### src/rtl/stk_pkg.sv
// Shared types for the stack pipeline: engine ids, command opcodes and the
// admission-stage busy scoreboard.
package stk_pkg;

    localparam int ENGS_N  = 4;
    localparam int ENGID_W = (ENGS_N > 1) ? $clog2(ENGS_N) : 1;

    typedef logic [ENGID_W-1:0] engid_t;

    typedef enum logic [1:0] {
        OPCODE_NOP  = 2'd0,
        OPCODE_PUSH = 2'd1,
        OPCODE_POP  = 2'd2,
        OPCODE_INV  = 2'd3
    } opcode_t;

    // One busy bit per engine: set on issue, cleared on writeback retire.
    typedef logic [ENGS_N-1:0] adm_busy_t;

    // Successor of idx in a ring of n slots; the wrap is explicit so that
    // non-power-of-two engine counts behave.
    function automatic int ring_next(input int idx, input int n);
        return (idx + 1 >= n) ? 0 : idx + 1;
    endfunction

endpackage

### src/rtl/stk_rr_arb.sv
// Round-robin arbiter: grants the first requester at or after rr_ptr and
// moves the pointer one past the winner.
module stk_rr_arb
    import stk_pkg::*;
#(
    parameter int N = 4
) (
    input  logic         clk,
    input  logic         arst_n,
    input  logic [N-1:0] req,
    output logic [N-1:0] gnt
);

    localparam int PW = (N > 1) ? $clog2(N) : 1;

    logic [PW-1:0] rr_ptr;
    logic [PW-1:0] ptr_nxt;
    logic [PW-1:0] scan_idx;
    logic          any_gnt;
    int            scan_int;

    // Scan rr_ptr, rr_ptr+1, ... modulo N and pick the first request.
    always_comb begin
        gnt      = '0;
        any_gnt  = 1'b0;
        ptr_nxt  = rr_ptr;
        scan_int = 0;
        scan_idx = '0;
        for (int k = 0; k < N; k++) begin
            scan_int = int'(rr_ptr) + k;
            if (scan_int >= N) begin
                scan_int = scan_int - N;
            end
            scan_idx = PW'(scan_int);
            if (!any_gnt && req[scan_idx]) begin
                gnt[scan_idx] = 1'b1;
                any_gnt       = 1'b1;
                ptr_nxt       = PW'(ring_next(scan_int, N));
            end
        end
    end

    // Advance the pointer past the winner; hold it when nothing is granted.
    always_ff @(posedge clk or negedge arst_n) begin
        if (!arst_n) begin
            rr_ptr <= '0;
        end else if (any_gnt) begin
            rr_ptr <= ptr_nxt;
        end
    end

endmodule

### src/rtl/stk_pipe_adm.sv
// Admission stage of the stack pipeline: round-robin arbitration across
// engines, one outstanding command per engine, push blocking while the
// free-pointer pool is empty, and a registered issue onto the lookup bus.
module stk_pipe_adm
    import stk_pkg::*;
#(
    parameter int ENGS_N = stk_pkg::ENGS_N,
    parameter int DAT_W  = 128
) (
    input  logic              clk,
    input  logic              arst_n,
    input  logic [ENGS_N-1:0] i_cmd_vld,
    input  opcode_t           i_cmd_opcode [ENGS_N],
    input  logic [DAT_W-1:0]  i_cmd_dat    [ENGS_N],
    output logic [ENGS_N-1:0] o_cmd_rdy,
    input  logic              i_alloc_empty,
    input  logic              i_wrbk_uc_vld_r,
    input  engid_t            i_wrbk_uc_engid_r,
    output logic              o_lk_vld_r,
    output engid_t            o_lk_engid_r,
    output opcode_t           o_lk_opcode_r,
    output logic              o_lk_dat_vld_r,
    output logic [DAT_W-1:0]  o_lk_dat_r
);

    logic [ENGS_N-1:0] busy_p0;
    logic [ENGS_N-1:0] retire_hit_p0;
    logic [ENGS_N-1:0] nop_req_p0;
    logic [ENGS_N-1:0] elig_p0;
    logic [ENGS_N-1:0] gnt_p0;
    logic              engid_ok_p0;
    logic              any_gnt_p0;
    engid_t            gnt_idx_p0;
    opcode_t           gnt_op_p0;
    logic [DAT_W-1:0]  gnt_dat_p0;

    // Stage p0: eligibility, with a same-cycle retire bypassing the busy bit.
    always_comb begin
        engid_ok_p0   = int'(i_wrbk_uc_engid_r) < ENGS_N;
        retire_hit_p0 = '0;
        nop_req_p0    = '0;
        elig_p0       = '0;
        for (int i = 0; i < ENGS_N; i++) begin
            retire_hit_p0[i] = i_wrbk_uc_vld_r && engid_ok_p0 &&
                               (i_wrbk_uc_engid_r == ENGID_W'(i));
            nop_req_p0[i]    = i_cmd_vld[i] && (i_cmd_opcode[i] == OPCODE_NOP);
            elig_p0[i]       = i_cmd_vld[i] &&
                               !(busy_p0[i] && !retire_hit_p0[i]) &&
                               !((i_cmd_opcode[i] == OPCODE_PUSH) && i_alloc_empty) &&
                               !nop_req_p0[i];
        end
    end

    stk_rr_arb #(
        .N (ENGS_N)
    ) u_arb (
        .clk    (clk),
        .arst_n (arst_n),
        .req    (elig_p0),
        .gnt    (gnt_p0)
    );

    assign o_cmd_rdy = gnt_p0;

    // Encode the one-hot grant and select the winner's command.
    always_comb begin
        any_gnt_p0 = |gnt_p0;
        gnt_idx_p0 = '0;
        gnt_op_p0  = OPCODE_NOP;
        gnt_dat_p0 = '0;
        for (int i = 0; i < ENGS_N; i++) begin
            if (gnt_p0[i]) begin
                gnt_idx_p0 = ENGID_W'(i);
                gnt_op_p0  = i_cmd_opcode[i];
                gnt_dat_p0 = i_cmd_dat[i];
            end
        end
    end

    // Scoreboard: retire clears, grant sets, set wins on a collision.
    always_ff @(posedge clk or negedge arst_n) begin
        if (!arst_n) begin
            busy_p0 <= '0;
        end else begin
            busy_p0 <= (busy_p0 & ~retire_hit_p0) | gnt_p0;
        end
    end

    // Stage p1: issue register onto the lookup bus; engid and payload hold
    // when idle, payload loads only for pushes.
    always_ff @(posedge clk or negedge arst_n) begin
        if (!arst_n) begin
            o_lk_vld_r     <= 1'b0;
            o_lk_engid_r   <= '0;
            o_lk_opcode_r  <= OPCODE_NOP;
            o_lk_dat_vld_r <= 1'b0;
            o_lk_dat_r     <= '0;
        end else if (any_gnt_p0) begin
            o_lk_vld_r     <= 1'b1;
            o_lk_engid_r   <= gnt_idx_p0;
            o_lk_opcode_r  <= gnt_op_p0;
            o_lk_dat_vld_r <= (gnt_op_p0 == OPCODE_PUSH);
            if (gnt_op_p0 == OPCODE_PUSH) begin
                o_lk_dat_r <= gnt_dat_p0;
            end
        end else begin
            o_lk_vld_r     <= 1'b0;
            o_lk_opcode_r  <= OPCODE_NOP;
            o_lk_dat_vld_r <= 1'b0;
        end
    end

    // Flag illegal upstream behaviour: stray retires, NOP requests, bad engids.
    always @(posedge clk) begin
        if (arst_n) begin
            assert (!(|(retire_hit_p0 & ~busy_p0)))
                else $error("stk_pipe_adm: retire for a non-busy engine");
            assert (!(|nop_req_p0))
                else $error("stk_pipe_adm: NOP opcode requested with vld");
            assert (!(i_wrbk_uc_vld_r && !engid_ok_p0))
                else $error("stk_pipe_adm: retire engid out of range");
        end
    end

endmodule
### config.mk
export PLATFORM = sky130hd
export DESIGN_NAME = stk_pipe_adm
export DESIGN_NICKNAME = d
export VERILOG_FILES = /design/src/rtl/stk_pkg.sv /design/src/rtl/stk_rr_arb.sv /design/src/rtl/stk_pipe_adm.sv
export SDC_FILE = /design/constraint.sdc
export NUM_CORES = 1
export LEC_CHECK = 0
export BUFFER_PORTS_ARGS = -buffer_cell sky130_fd_sc_hd__buf_2
export CORE_AREA = 4 4 256 258
export DETAILED_ROUTE_END_ITERATION = 12
export DIE_AREA = 0 0 260 262
export REMOVE_ABC_BUFFERS = 1
export SETUP_SLACK_MARGIN = 0.4
export SYNTH_ARGS = -nofsm -noshare
export SYNTH_HDL_FRONTEND = slang
export SYNTH_HIERARCHICAL = 1
export SYNTH_SLANG_ARGS = --single-unit
### constraint.sdc
create_clock -name clk -period 3.5 [get_ports clk]
set_input_delay 0.175 -clock clk [delete_from_list [all_inputs] [get_ports clk]]
set_output_delay 0.175 -clock clk [all_outputs]
set_load 0.05 [all_outputs]
# Word-level counts from Yosys, hierarchy flattened
# Index checks and enable logic that the tools add are counted.
# totals
register_bits	140
output_inout_bits	138
wordCells	161
# classes
n_reduce_logical	63
eq_ne	8
bitwise_logic	6
add_sub_neg	11
muxes	50
n_lt_le_gt_ge	16
# ops
cell	count
128-bit 2-to-1 mux	4
32-bit by 4-bit greater-or-equal comparator with 1-bit output (second input constant)	7
32-bit by 2-bit adder with 32-bit output (second input constant)	4
32-bit 2-to-1 mux	4
32-bit by 4-bit subtractor with 32-bit output (second input constant)	3
1-bit logical AND	35
2-bit 2-to-1 mux	15
1-bit logical NOT	19
4-bit 2-to-1 mux	4
4-bit OR	4
1-bit 2-to-1 mux	15
2-bit by 1-bit equality test with 1-bit output (second input constant)	6
2-bit by 3-bit less-than comparator with 1-bit output (second input constant)	4
2-bit logical NOT	5
1-bit binary-select mux with 2-bit select	4
1-bit demux with 2-bit select	4
2-bit by 1-bit greater-or-equal comparator with 1-bit output (second input constant)	4
2-bit by 2-bit adder with 3-bit output (second input constant)	2
4-bit AND	1
2-bit equality test (second input constant)	2
4-bit NOT	1
2-bit AND reduction	2
4-bit nonzero test	1
4-bit OR reduction	1
3 further kinds	3

# Longest topological paths before layout
# Gate-level depths: netlist of the first run.
# logic_depth
depth_word	26
ltp_mapped	17
ltp_nobuf	12

# Hierarchy
# The synthesis of the first run kept the hierarchy.
# modules_own_cells
mod	cells_each	n_inst	area_per_inst_um2
stk_pipe_adm	779	1	8664.6
stk_rr_arb	71	1	564.3

# Worst setup path before layout of the first run
# OpenSTA, ideal clock, no wires.
# synth_path
path_kind	flip-flop to flip-flop
from	register u_arb.rr_ptr[0]
to	register o_lk_dat_r[0]
slack_ns	-1.301
path_stages_with_launch	16
period_less_slack_ns	4.801
t_arrival_ns	4.676
t_required_ns	3.375
path_buffers	5
cell_sequence	dfrtp_1 > buf_2 > inv_1 > ha_1 > buf_6 > mux4_2 > nor2b_4 > a22oi_1 > o21ai_0 > buf_2 > a21o_1 > o21ai_1 > a221oi_4 > buf_12 > buf_12 > mux2_4
# synth_between
word_cells_on_any_way	70
cone_classes	add/sub (7); order compare (12); eq/ne (1); mux (35); bitwise (3); reduce/logical (12)
# synth_lines
element	line	text
from (decl)	stk_rr_arb.sv:16	logic [PW-1:0] rr_ptr;
from (signal assigned)	stk_rr_arb.sv:48	rr_ptr <= ptr_nxt;
parallel branches: the longest is 13 deep, another holds 32-bit by 4-bit subtractor with 32-bit output	-	
4-bit 2-to-1 mux *	stk_rr_arb.sv:35	if (!any_gnt && req[scan_idx]) begin
net o_cmd_rdy[2]	stk_pipe_adm.sv:15	output logic [ENGS_N-1:0] o_cmd_rdy,
2-bit 2-to-1 mux (2 in a row)	stk_pipe_adm.sv:72	if (gnt_p0[i]) begin
2-bit by 1-bit equality test with 1-bit output	stk_pipe_adm.sv:103	if (gnt_op_p0 == OPCODE_PUSH) begin
2-bit AND reduction (no line)	-	
to (signal assigned)	stk_pipe_adm.sv:104	o_lk_dat_r <= gnt_dat_p0;
to (decl)	stk_pipe_adm.sv:23	output logic [DAT_W-1:0] o_lk_dat_r
# Mark *: on every way through the listed nets, which the timed path passes. The select of a mux whose other input is x is not followed.
# A chain may end at the register's enable or synchronous reset.

# Worst setup path after layout of the first run
# layout_path
from	register u_arb.rr_ptr[0]
to	register o_lk_dat_r[102]
# layout_between
elab_chain_cells	20
word_cells_on_any_way	70
cone_classes	add/sub (7); order compare (12); eq/ne (1); mux (35); bitwise (3); reduce/logical (12)
# layout_rtl
element	line
parallel branches: the longest is 13 deep, another holds 32-bit by 4-bit subtractor with 32-bit output	-
4-bit 2-to-1 mux *	stk_rr_arb.sv:35
2-bit 2-to-1 mux (4 in a row)	stk_pipe_adm.sv:72
2-bit by 1-bit equality test with 1-bit output	stk_pipe_adm.sv:103
2-bit AND reduction (no line)	-
# Every way passes the cells marked *. The select of a mux whose other input is x is not followed.

==> results of run 1 <==
==> cell usage in the layout, fill, tap and decap left out, types with 3 or more instances in the layout <==
cell	netlist	layout
inv_1	5	3
nor2_1	10	9
buf_16	0	5
dfrtp_1	140	140
clkinv_4	0	6
a21o_1	3	3
nand2b_1	3	3
dlygate4sd3_1	0	3
mux2_2	19	14
nor2b_1	5	4
clkbuf_16	0	19
inv_8	0	3
mux4_2	3	3
ha_1	5	4
and3b_1	3	3
o21ai_2	1	3
buf_2	17	663
inv_6	0	3
buf_12	11	13
nor3_1	3	3
buf_4	1	95
a21oi_1	7	7
buf_6	4	16
buf_8	0	17
o21ai_1	3	5
a22oi_1	264	259
mux2_4	100	113
o21ai_0	138	132
nand2_1	9	9
a22oi_2	0	5
o211a_1	3	3
or3_1	3	3
==> repair_timing <==
| action | 4_1_cts | 5_1_grt |
|---|---|---|
| pin swaps | 11 | 9 |
| hold buffers | 3 | 0 |
| buffers inserted | 16 | 7 |
| setup endpoints to repair | 133 | 134 |
| cloned | 5 | 2 |
| hold endpoints to repair | 66 | 0 |
| gates resized for setup | 79 | 20 |
==> per-stage QoR <==
step	instance area, sq um	worst slack [ns]	cells	setup TNS (ns)	utilization (%)
floorplan	8646	-22.72	757	-2998.47	-
global placement	14060	-0.1511	2386	-7.979	22.33
detailed placement	14060	-0.2085	2386	-17.71	22.33
CTS	15240	0.006462	2442	0	24.20
global route	15410	-0.1081	2451	-8.253	24.48
finish	15410	0.02170	2451	0	24.48
==> power groups by stage <==
stage | combinational [mW] | sequential [mW] | clock, mW
4_1_cts | 15.3 | 2.56 | 1.91
2_1_floorplan | 5.16 | 4.46 | 0
5_1_grt | 16.6 | 2.63 | 1.97
3_3_place_gp | 13.1 | 2.57 | 0
6_report | 15.6 | 2.56 | 1.80
3_5_place_dp | 13.3 | 2.56 | 0
==> registers in the layout (all words and copies together), names as in the netlist <==
register / flops
o_lk_vld_r: 1
busy_p0: 4
o_lk_dat_vld_r: 1
o_lk_opcode_r: 2
o_lk_engid_r: 2
o_lk_dat_r: 128
u_arb/rr_ptr: 2
==> how the worst max path moves through the flow <==
stage	from	endpoint	slack [ns]	cells past startpoint
floorplan	u_arb/rr_ptr[0]	o_lk_dat_r[127]	-22.72	10
global placement	i_wrbk_uc_engid_r[1]	o_lk_dat_r[89]	-0.15	16
detailed placement	i_wrbk_uc_engid_r[1]	o_lk_dat_r[89]	-0.21	16
CTS	u_arb/rr_ptr[0]	o_lk_dat_r[102]	0.006	14
global route	u_arb/rr_ptr[0]	o_lk_dat_r[102]	-0.11	14
finish	u_arb/rr_ptr[0]	o_lk_dat_r[102]	0.02	14
==> per-layer routing <==
metal / track usage (%) / part of all wire [%] / vias up
li1: - / - / 4855
met1: 15.52 / 42 / 5092
met2: 19.99 / 48 / 559
met3: 2.910 / 8.2 / 57
met4: 4.932 / 2.4 / 4
met5: 0 / 0.058 / -
==> worst min-delay path: cells and delay by family <==
family                 cells  cell delay [ns]
buffers and inverters      1             0.07
AOI/OAI and AO/OA          2             0.12
muxes                      1             0.12
==> cell families (layout without fill, tap and decap cells) <==
| family | count (synthesis) | count (layout) | synth area share [%] |
|---|---|---|---|
| buf+inv | 98 | 853 | 6.521 |
| simple gates | 45 | 45 | 2.956 |
| fa+ha+maj | 5 | 5 | 0.6779 |
| compound gates | 429 | 429 | 31.25 |
| mux | 133 | 133 | 20.63 |
| flops | 140 | 140 | 37.96 |
==> cell type report <==
type	instances	area, sq um
flip-flops and latches	140	3503
fillers	6823	47550
repair buffers	816	5010
multi-input cells	612	5255
inverters	5	18.77
clock buffers	18	439.2
clock inverters	14	127.6
well taps	846	1059
==> results.md, run 1 <==
* Sequential element share of the synthesized area at 37.96%
* Static Leak at 7.493 nW
* CTS H-Tree Depth at 4
* MaxCap Viol Count at 0
* Worst Hold Depth at 4
* Final Power at 20.00 mW
* CP max stage delay at 0.59 ns
* Total track usage at 12.21%
* Worst Tran Pin Value at 0.6744 ns
* Main synth FF type: dfrtp_1
* Power share of the combinational group at 78.2%
* CP most frequent cell: buf_12
* Largest net degree at the start of global routing at 77
* TritonCTS buffer count at 17
* Setup crit end kind: flop
* Sequential Power Share at 12.8%
* Clock Latency Late Sink at 0.47 ns
* Post-Synthesis Cells at 850
* Required @ worst endpoint at 3.84 ns
* Reg2Reg Setup Slack at 0.02 ns
* Area grow syn2layout at 67.00%
* GR Overflow Total at 0
* Int Pwr at 10.61 mW
* Initial antenna violation count at 4
* Outcome: complete, no violations
* First-pass GRT wire length at 62.13 mm
* Reg2Reg Depth at 14
* Number of synthesized register bits at 140
* Mapped cell area at 9229 sq um
* Vias/cell at 4.311
* Starting density of the core at 14.66%
* HP Start: i_cmd_dat[441]
* DR WL/cell at 19.06 microns
* Critical path's slowest cell: mux4_2
* Hpwl dp at 34.61 mm
* Final setup fails at 0
* Die Y at 262 microns
* Fraction of registers with async set/reset at 100.0%
* Crit path buf inv count at 5
* Final hold slack at 0.06039 ns
* Vias at 10,570
* Clock Skew at 0.01492 ns
* Period minus WS final at 3.478 ns
* Final ANT Viol Nets at 0
* Share of layout cells above drive strength 1 at 61.99%
* Critical-path maximum fanout at 8
* Final WL at 46.71 mm
* Antenna cells at 0
* Row cnt at 92
* Kind of cell adding the most delay to the critical path: compound AO/OA/AOI/OAI gates
* CP cell instances: inv_2 > ha_4 > mux4_2 > nor2b_4 > a22oi_2 > o21ai_4 > a21o_1 > o21ai_2 > a221oi_4 > buf_6 > buf_12 > buf_12 > buf_12 > mux2_4
* Drt drc at 0
* Sw Share at 46.93%
* TritonCTS clock tree: yes
* Critical path class: reg2reg
* Final worst path period share at 99.38%
* Clk buf depth at 2
* Chip width at 260 microns
* Core footprint at 62,970 sq um
* Clk slew on worst S/H paths at 0.07 ns
* Post-synthesis cell type count at 45
* Initial DRC count at 765
* CTS root buf: clkbuf_16
* Yosys top cell by area: dfrtp_1
* Rel. slew slack at 55.04%
* Hold path endpoint: o_lk_dat_r[57]
* I/O pin count at 668
* Port bufs at 667
* Gp weighted congestion at 0.8633
* Hold Path Class: in2reg
* Synth cell count leaders: a22oi_1 (264), dfrtp_1 (140), o21ai_0 (138)
* Reg-to-Reg Start: u_arb/rr_ptr[0]
* Clk pwr share at 9.0%
* Final Hold Violating Endpoints at 0
* Fmax at 0.2875 GHz
* Pwr dens at 1298 nW/um^2
* Yosys top cell area share at 37.96%
* RSZ-0062 raised after global routing: yes
* Startpoint Class: flop
* Net switching power figure at 9.388 mW
* RR Endpoint: o_lk_dat_r[102]
* Most numerous cell in the Yosys netlist: a22oi_1
* Die Footprint at 68,120 sq um
* Max-slew violation count at 0
* Peak supply drop at 0.7645 mV
* Number of synthesized flops with an enable pin at 0
* CP arrival at 3.82 ns
* Drt first pass iters at 6
* Net count, final at 2,127
* Vias in the first global route at 10,120
* Mean area per synthesized cell at 10.86 sq um
* CTS sink cnt at 140
* Cells taking the most area after synthesis: dfrtp_1 (38%), a22oi_1 (21%), mux2_4 (16%), o21ai_0 (7.5%), buf_12 (2.4%)
* Warnings from Yosys at 6
Power figures use the tool's default switching activity.
==> inputs of run 2 (changes only) <==
--- a/config.mk
+++ b/config.mk
@@ -5,10 +5,13 @@
 export SDC_FILE = /design/constraint.sdc
 export NUM_CORES = 1
 export LEC_CHECK = 0
+export ABC_CLOCK_PERIOD_IN_PS = 3500
 export BUFFER_PORTS_ARGS = -buffer_cell sky130_fd_sc_hd__buf_2
 export CORE_AREA = 4 4 256 258
+export CTS_BUF_LIST = sky130_fd_sc_hd__clkbuf_4 sky130_fd_sc_hd__clkbuf_8
 export DETAILED_ROUTE_END_ITERATION = 12
 export DIE_AREA = 0 0 260 262
+export PLACE_DENSITY = 0.47
 export REMOVE_ABC_BUFFERS = 1
 export SETUP_SLACK_MARGIN = 0.4
 export SYNTH_ARGS = -nofsm -noshare
==> results.md, run 2 (synthesis results as in run 1) <==
* Design area at 17,570 sq um
* CP arrival at 3.87 ns
* Worst Setup Slack post-DPL at -0.2280 ns
* Clk buf depth at 2
* TritonCTS buffer count at 17
* Final hold slack at 0.09319 ns
* Vias at 11,460
* RSZ-0062 raised after global routing: yes
* Critical-path maximum fanout at 8
* CTS sink cnt at 140
* Top reg by flops: o_lk_dat_r
* Final ANT Viol Nets at 0
* Net count, final at 2,345
* Port bufs at 667
* Final setup fails at 0
* Total negative slack at 0 ns
* CTS H-Tree Depth at 4
* Layout Cells excl Fill at 2,669
* Period minus WS final at 3.459 ns
* Die Footprint at 68,120 sq um
* Util after Layout at 27.91%
* Placed instance count at 2,376
* Drt first pass iters at 8
* Critical path class: reg2reg
* Initial antenna violation count at 1
* Final Hold Violating Endpoints at 0
* Peak supply drop at 0.6367 mV
* Vias in the first global route at 11,880
* Number of flip-flops under the largest register name at 128
* Final WL at 48.78 mm
* Largest net degree at the start of global routing at 67
* Vias/cell at 4.295
* Worst Hold Depth at 4
* Gp weighted congestion at 0.8718
* Largest regs: o_lk_dat_r (128), busy_p0 (4)
* Placed Area at 14,010 sq um
* Commonest non-fill, non-tap cell in the layout: buf_2
* Max-slew violation count at 0
* Clk slew on worst S/H paths at 0.09 ns
* Fmax at 0.2891 GHz
* Hold path endpoint: o_lk_dat_r[86]
* Area grow syn2layout at 90.40%
* Reg2Reg Depth at 15
* Worst Tran Pin Value at 0.5306 ns
* First-pass GRT wire length at 68.75 mm
* CTS root buf: clkbuf_8
* Total track usage at 13.20%
* Setup crit end kind: flop
* MaxCap Viol Count at 0
* HP Start: i_cmd_dat[86]
* Core footprint at 62,970 sq um
* Commonest cells after routing, fill and taps aside: buf_2 (664), a22oi_1 (259), dlygate4sd3_1 (234), dfrtp_1 (140), o21ai_0 (130)
* Final worst path period share at 98.84%
* GR Overflow Total at 0
* Row cnt at 92
* PnR worst setup slack at 0.04058 ns
* Reg-to-Reg Start: u_arb/rr_ptr[0]
* I/O pin count at 668
* DR WL/cell at 18.28 microns
* RR Endpoint: o_lk_dat_r[31]
* Static Leak at 8.350 nW
* Clock Latency Late Sink at 0.52 ns
* Starting density of the core at 14.66%
* Pwr dens at 1114 nW/um^2
* Startpoint Class: flop
* Share of layout cells above drive strength 1 at 54.17%
* Hpwl dp at 35.42 mm
* Final Power at 19.58 mW
* Reg2Reg Setup Slack at 0.04 ns
* Required @ worst endpoint at 3.91 ns
* Chip width at 260 microns
* Initial DRC count at 822
* TritonCTS clock tree: yes
* Drt drc at 0
* Clock Skew at 0.01900 ns
* Outcome: complete, no violations
* Hold Path Class: in2reg
* Rel. slew slack at 64.63%
* Die Y at 262 microns
==> run 2: changes by cell type in the layout (fill, tap and decap cells not counted), sizes merged <==
| cell | previous run | this run |
|---|---|---|
| dlygate4sd3 | 3 | 234 |
| buf | 809 | 795 |
| inv | 11 | 7 |
| bufinv | 0 | 3 |
| clkinv | 6 | 3 |
| clkinvlp | 2 | 5 |
| clkbuf | 20 | 21 |
| diode | 0 | 1 |
==> run 2: power by group <==
part | internal (mW) | total [mW] | switching, mW
Sequential | 2.26 | 2.56 | 0.304
Clock | 0.721 | 1.44 | 0.720
Combinational | 7.51 | 15.6 | 8.07
==> run 2: worst max-delay path by stage <==
stage	startpoint	end	slack, ns	depth (start not counted)
final	u_arb/rr_ptr[0]	o_lk_dat_r[31]	0.04	15
after global routing	u_arb/rr_ptr[0]	o_lk_dat_r[117]	-0.11	15
after CTS	u_arb/rr_ptr[0]	o_lk_dat_r[113]	-0.007	15
after detailed placement	i_wrbk_uc_engid_r[1]	o_lk_dat_r[70]	-0.23	16
after global placement	u_arb/rr_ptr[0]	o_lk_dat_r[70]	-0.18	15
after floorplan	u_arb/rr_ptr[0]	o_lk_dat_r[127]	-22.72	10
==> run 2: final cells by class <==
class | instances | area [sq um]
diodes | 1 | 2.502
multi-input cells | 612 | 5339
fillers | 6611 | 45390
well taps | 846 | 1059
inverters | 5 | 18.77
flip-flops and latches | 140 | 3503
clock inverters | 13 | 167.7
repair buffers | 1034 | 7234
clock buffers | 18 | 247.7
==> run 2: what timing repair did <==
action | CTS | global route
endpoints found under the setup margin | 133 | 131
pin swaps | 10 | 9
hold buffers | 234 | 0
gates resized for setup | 105 | 9
cloned | 4 | 3
hold endpoints to repair | 178 | 0
setup buffers | 16 | 4
==> run 2: routing by layer <==
layer	global-route usage (%)	share of wire, %
met1	14.97	38
met2	23.54	51
met3	3.700	8.5
met4	5.127	3.0
met5	0	0
==> run 2: worst max-delay path: stages, from the launching register on <==
cell       delay (ns)
dfrtp_1          0.37
inv_2            0.06
ha_4             0.27
mux4_2           0.56
nor2b_4          0.19
buf_6            0.12
a22oi_2          0.06
o21ai_4          0.27
nor4b_4          0.10
a22o_1           0.25
a221oi_4         0.23
buf_12           0.17
buf_12           0.11
buf_16           0.14
clkbuf_16        0.16
mux2_4           0.29
==> inputs of run 3 (changes only) <==
--- a/config.mk
+++ b/config.mk
@@ -6,12 +6,12 @@
 export NUM_CORES = 1
 export LEC_CHECK = 0
 export ABC_CLOCK_PERIOD_IN_PS = 3500
-export BUFFER_PORTS_ARGS = -buffer_cell sky130_fd_sc_hd__buf_2
-export CORE_AREA = 4 4 256 258
+export CORE_AREA = 2 2 259 261
 export CTS_BUF_LIST = sky130_fd_sc_hd__clkbuf_4 sky130_fd_sc_hd__clkbuf_8
 export DETAILED_ROUTE_END_ITERATION = 12
-export DIE_AREA = 0 0 260 262
-export PLACE_DENSITY = 0.47
+export DIE_AREA = 0 0 261 263
+export DONT_BUFFER_PORTS = 1
+export PLACE_DENSITY = 0.37
 export REMOVE_ABC_BUFFERS = 1
 export SETUP_SLACK_MARGIN = 0.4
 export SYNTH_ARGS = -nofsm -noshare
==> results.md, run 3 <==
* Outcome: aborted with a tool error
* Stopping stage: clock tree synthesis
* Err: [ERROR RSZ-0060] Max buffer count reached.
* Number of synthesized flops with an enable pin at 0
* CTS root buf: clkbuf_8
* Synth cell count leaders: a22oi_1 (264), dfrtp_1 (140), o21ai_0 (138)
* Sequential element share of the synthesized area at 37.96%
* Hpwl dp at 26.29 mm
* Mux contribution to synthesized area at 20.63%
* CTS H-Tree Depth at 4
* Post-CTS setup buffer count at 11
* Port bufs at 0
* Warnings from Yosys at 6
* Main synth FF type: dfrtp_1
* XOR/XNOR share of the synthesized area at 0%
* TritonCTS buffer count at 17
* Largest family of logic cells by synthesized area: compound AO/OA/AOI/OAI gates
* Die Y at 263 microns
* Clk buf depth at 2
* Simple-Gate Fraction of Synth Area at 2.956%
* Yosys top cell by area: dfrtp_1
* Number of synthesized register bits at 140
* Post-Synthesis Cells at 850
* Adder-cell share of the synthesized area at 0.6779%
* Most numerous cell in the Yosys netlist: a22oi_1
* Mapped cell area at 9229 sq um
* Hold-fix buffers at CTS at 351
* Post-synthesis cell type count at 45
* Post-CTS sizing at 51
* Gp weighted congestion at 0.8467
* Compound-gate portion of the synthesized area at 31.25%
* Yosys top cell area share at 37.96%
* Row cnt at 94
* Cells taking the most area after synthesis: dfrtp_1 (38%), a22oi_1 (21%), mux2_4 (16%), o21ai_0 (7.5%), buf_12 (2.4%)
* I/O pin count at 668
* Starting density of the core at 14.06%
* Chip width at 261 microns
* Mean area per synthesized cell at 10.86 sq um
* Fraction of registers with async set/reset at 100.0%
* CTS sink cnt at 140
==> run 3: per-stage QoR <==
step / cell area (sq um) / hold WS, ns / setup slack [ns] / utilization (%) / cells
after floorplan: 8646 / -0.1206 / -22.72 / - / 757
after global placement: 10540 / -0.1143 / -0.1775 / 16.06 / 1700
after detailed placement: 10540 / -0.1137 / -0.2154 / 16.06 / 1700
==> run 3: cell families after synthesis <==
group	count (synthesis)
fa+ha+maj	5
buf+inv	98
mux	133
compound gates	429
simple gates	45
flops	140
==> inputs of run 4 (changes only) <==
==> config.mk (replaced) <==
export PLATFORM = sky130hd
export DESIGN_NAME = stk_pipe_adm
export DESIGN_NICKNAME = d
export VERILOG_FILES = /design/src/rtl/stk_pkg.sv /design/src/rtl/stk_rr_arb.sv /design/src/rtl/stk_pipe_adm.sv
export SDC_FILE = /design/constraint.sdc
export NUM_CORES = 1
export LEC_CHECK = 0
export ABC_CLOCK_PERIOD_IN_PS = 4550
export CORE_AREA = 2 2 262 264
export DETAILED_ROUTE_END_ITERATION = 12
export DIE_AREA = 0 0 264 266
export DONT_BUFFER_PORTS = 1
export PLACE_DENSITY_LB_ADDON = 0.15
export REMOVE_ABC_BUFFERS = 1
export SYNTH_ARGS = -nofsm -noshare
export SYNTH_HDL_FRONTEND = slang
export SYNTH_HIERARCHICAL = 1
export SYNTH_SLANG_ARGS = --single-unit
==> constraint.sdc (replaced) <==
create_clock -name clk -period 4.55 [get_ports clk]
set_input_delay 0.2275 -clock clk [delete_from_list [all_inputs] [get_ports clk]]
set_output_delay 0.2275 -clock clk [all_outputs]
set_load 0.05 [all_outputs]
==> results.md, run 4 (synthesis results as in run 1) <==
* Outcome: complete, no violations
* CP arrival at 4.61 ns
* Vias in the first global route at 7,636
* Commonest non-fill, non-tap cell in the layout: a22oi_1
* Final WL at 37.25 mm
* Final ANT Viol Nets at 0
* Die Y at 266 microns
* Core footprint at 67,750 sq um
* Required @ worst endpoint at 4.90 ns
* Hpwl dp at 26.14 mm
* Largest regs: o_lk_dat_r (128), busy_p0 (4)
* TritonCTS buffer count at 17
* Int Pwr at 6.129 mW
* CTS H-Tree Depth at 4
* CTS sink cnt at 140
* Critical-path maximum fanout at 25
* Static Leak at 4.209 nW
* Worst Tran Pin Value at 1.020 ns
* Pwr dens at 1097 nW/um^2
* Initial DRC count at 491
* Peak supply drop at 0.6225 mV
* CTS root buf: clkbuf_16
* Final setup fails at 0
* Vias at 7,770
* Vias/cell at 4.415
* Util after Layout at 16.69%
* Sw Share at 50.57%
* Hold Path Class: in2reg
* Rel. slew slack at 31.99%
* Final Hold Violating Endpoints at 0
* Drt drc at 0
* Clk pwr share at 12.3%
* Top reg by flops: o_lk_dat_r
* RSZ-0062 raised after global routing: no
* Share of layout cells above drive strength 1 at 23.06%
* Gp weighted congestion at 0.7824
* First-pass GRT wire length at 51.09 mm
* GR Overflow Total at 0
* Starting density of the core at 13.62%
* Sequential Power Share at 27.8%
* Final Power at 12.40 mW
* Fmax at 0.2348 GHz
* Clk buf depth at 2
* Commonest cells after routing, fill and taps aside: a22oi_1 (264), dfrtp_1 (140), o21ai_0 (136), mux2_4 (100), dlygate4sd3_1 (48)
* Startpoint Class: flop
* Chip width at 264 microns
* Setup crit end kind: flop
* Final worst path period share at 93.59%
* Net count, final at 1,398
* Total track usage at 9.782%
* Net switching power figure at 6.271 mW
* Number of flip-flops under the largest register name at 128
* Power share of the combinational group at 59.9%
* Port bufs at 0
* Filler Cell Count at 7,512
* Clk slew on worst S/H paths at 0.07 ns
* Clock Latency Late Sink at 0.47 ns
* Area grow syn2layout at 22.48%
* I/O pin count at 668
* DR WL/cell at 21.16 microns
* Row cnt at 96
* Largest net degree at the start of global routing at 143
* Period minus WS final at 4.258 ns
* Critical path class: reg2reg
* MaxCap Viol Count at 0
* Initial antenna violation count at 3
* Final hold slack at 0.05358 ns
* Max-slew violation count at 0
* Die Footprint at 70,220 sq um
* TritonCTS clock tree: yes
* Drt first pass iters at 5
* Clock Skew at 0.006941 ns
[run 4: worst paths after layout]
| path | start | end | slack, ns | cells after the start |
|---|---|---|---|---|
| max in group asynchronous | arst_n | o_lk_dat_r[19] | 3.33 | 2 |
| hold / removal | i_cmd_dat[448] | o_lk_dat_r[64] | 0.05 | 3 |
| min in group asynchronous | arst_n | o_lk_dat_r[46] | 0.30 | 2 |
| setup / recovery | u_arb/rr_ptr[1] | o_lk_dat_r[59] | 0.29 | 12 |
| setup reg to reg | u_arb/rr_ptr[1] | o_lk_dat_r[59] | 0.29 | 12 |
| hold reg to reg | busy_p0[3] | busy_p0[3] | 0.47 | 2 |
[run 4: power by group through the flow]
stage	combinational, mW	clock, mW	sequential [mW]
after CTS	7.40	1.63	3.47
after detailed placement	7.22	0	3.49
final	7.42	1.52	3.45
after global placement	7.18	0	3.52
after floorplan	4.58	0	3.45
after global routing	8.12	1.66	3.50
[run 4: final cells by class]
type                    instances  area, sq um  area share (%)
clock inverters                15        187.7           1.660
well taps                     882         1104           9.763
diodes                          2        5.005         0.04428
multi-input cells             612         5157           45.63
repair buffers                 87        902.1           7.981
inverters                       5        18.77          0.1660
clock buffers                  17        425.4           3.764
flip-flops and latches        140         3503           30.99
[run 4: layer usage]
layer,share of wire [%],global-route usage [%],vias up
li1,-,-,3380
met1,37,10.24,3885
met2,52,17.36,442
met3,8.7,3.808,61
met4,2.7,4.269,2
met5,0.032,0,-
[run 4: worst max-delay path: stages (launching register included)]
cell	delay, ns
dfrtp_1	0.50
inv_1	0.13
ha_1	0.49
mux4_2	0.64
a22oi_1	0.32
o21ai_4	0.15
buf_4	0.20
buf_4	0.19
a22o_1	0.26
a221oi_4	0.39
buf_12	0.23
buf_12	0.23
mux2_2	0.36
[run 4: stage by stage]
stage / setup TNS, ns / worst slack [ns] / instances / cell area (sq um)
CTS: 0 / 0.1781 / 1751 / 11240
global route: 0 / 0.03620 / 1760 / 11300
global placement: 0 / 0.2595 / 1670 / 10120
detailed placement: 0 / 0.2076 / 1670 / 10120
finish: 0 / 0.2916 / 1760 / 11300
floorplan: -2853.60 / -21.67 / 757 / 8646
[run 4: repair_timing]
action | in CTS | in global routing
buffers inserted | 0 | 6
hold buffers | 49 | 0
gates resized for setup | 0 | 1
endpoints found under the hold margin | 174 | 0
setup endpoints to repair | 0 | 29
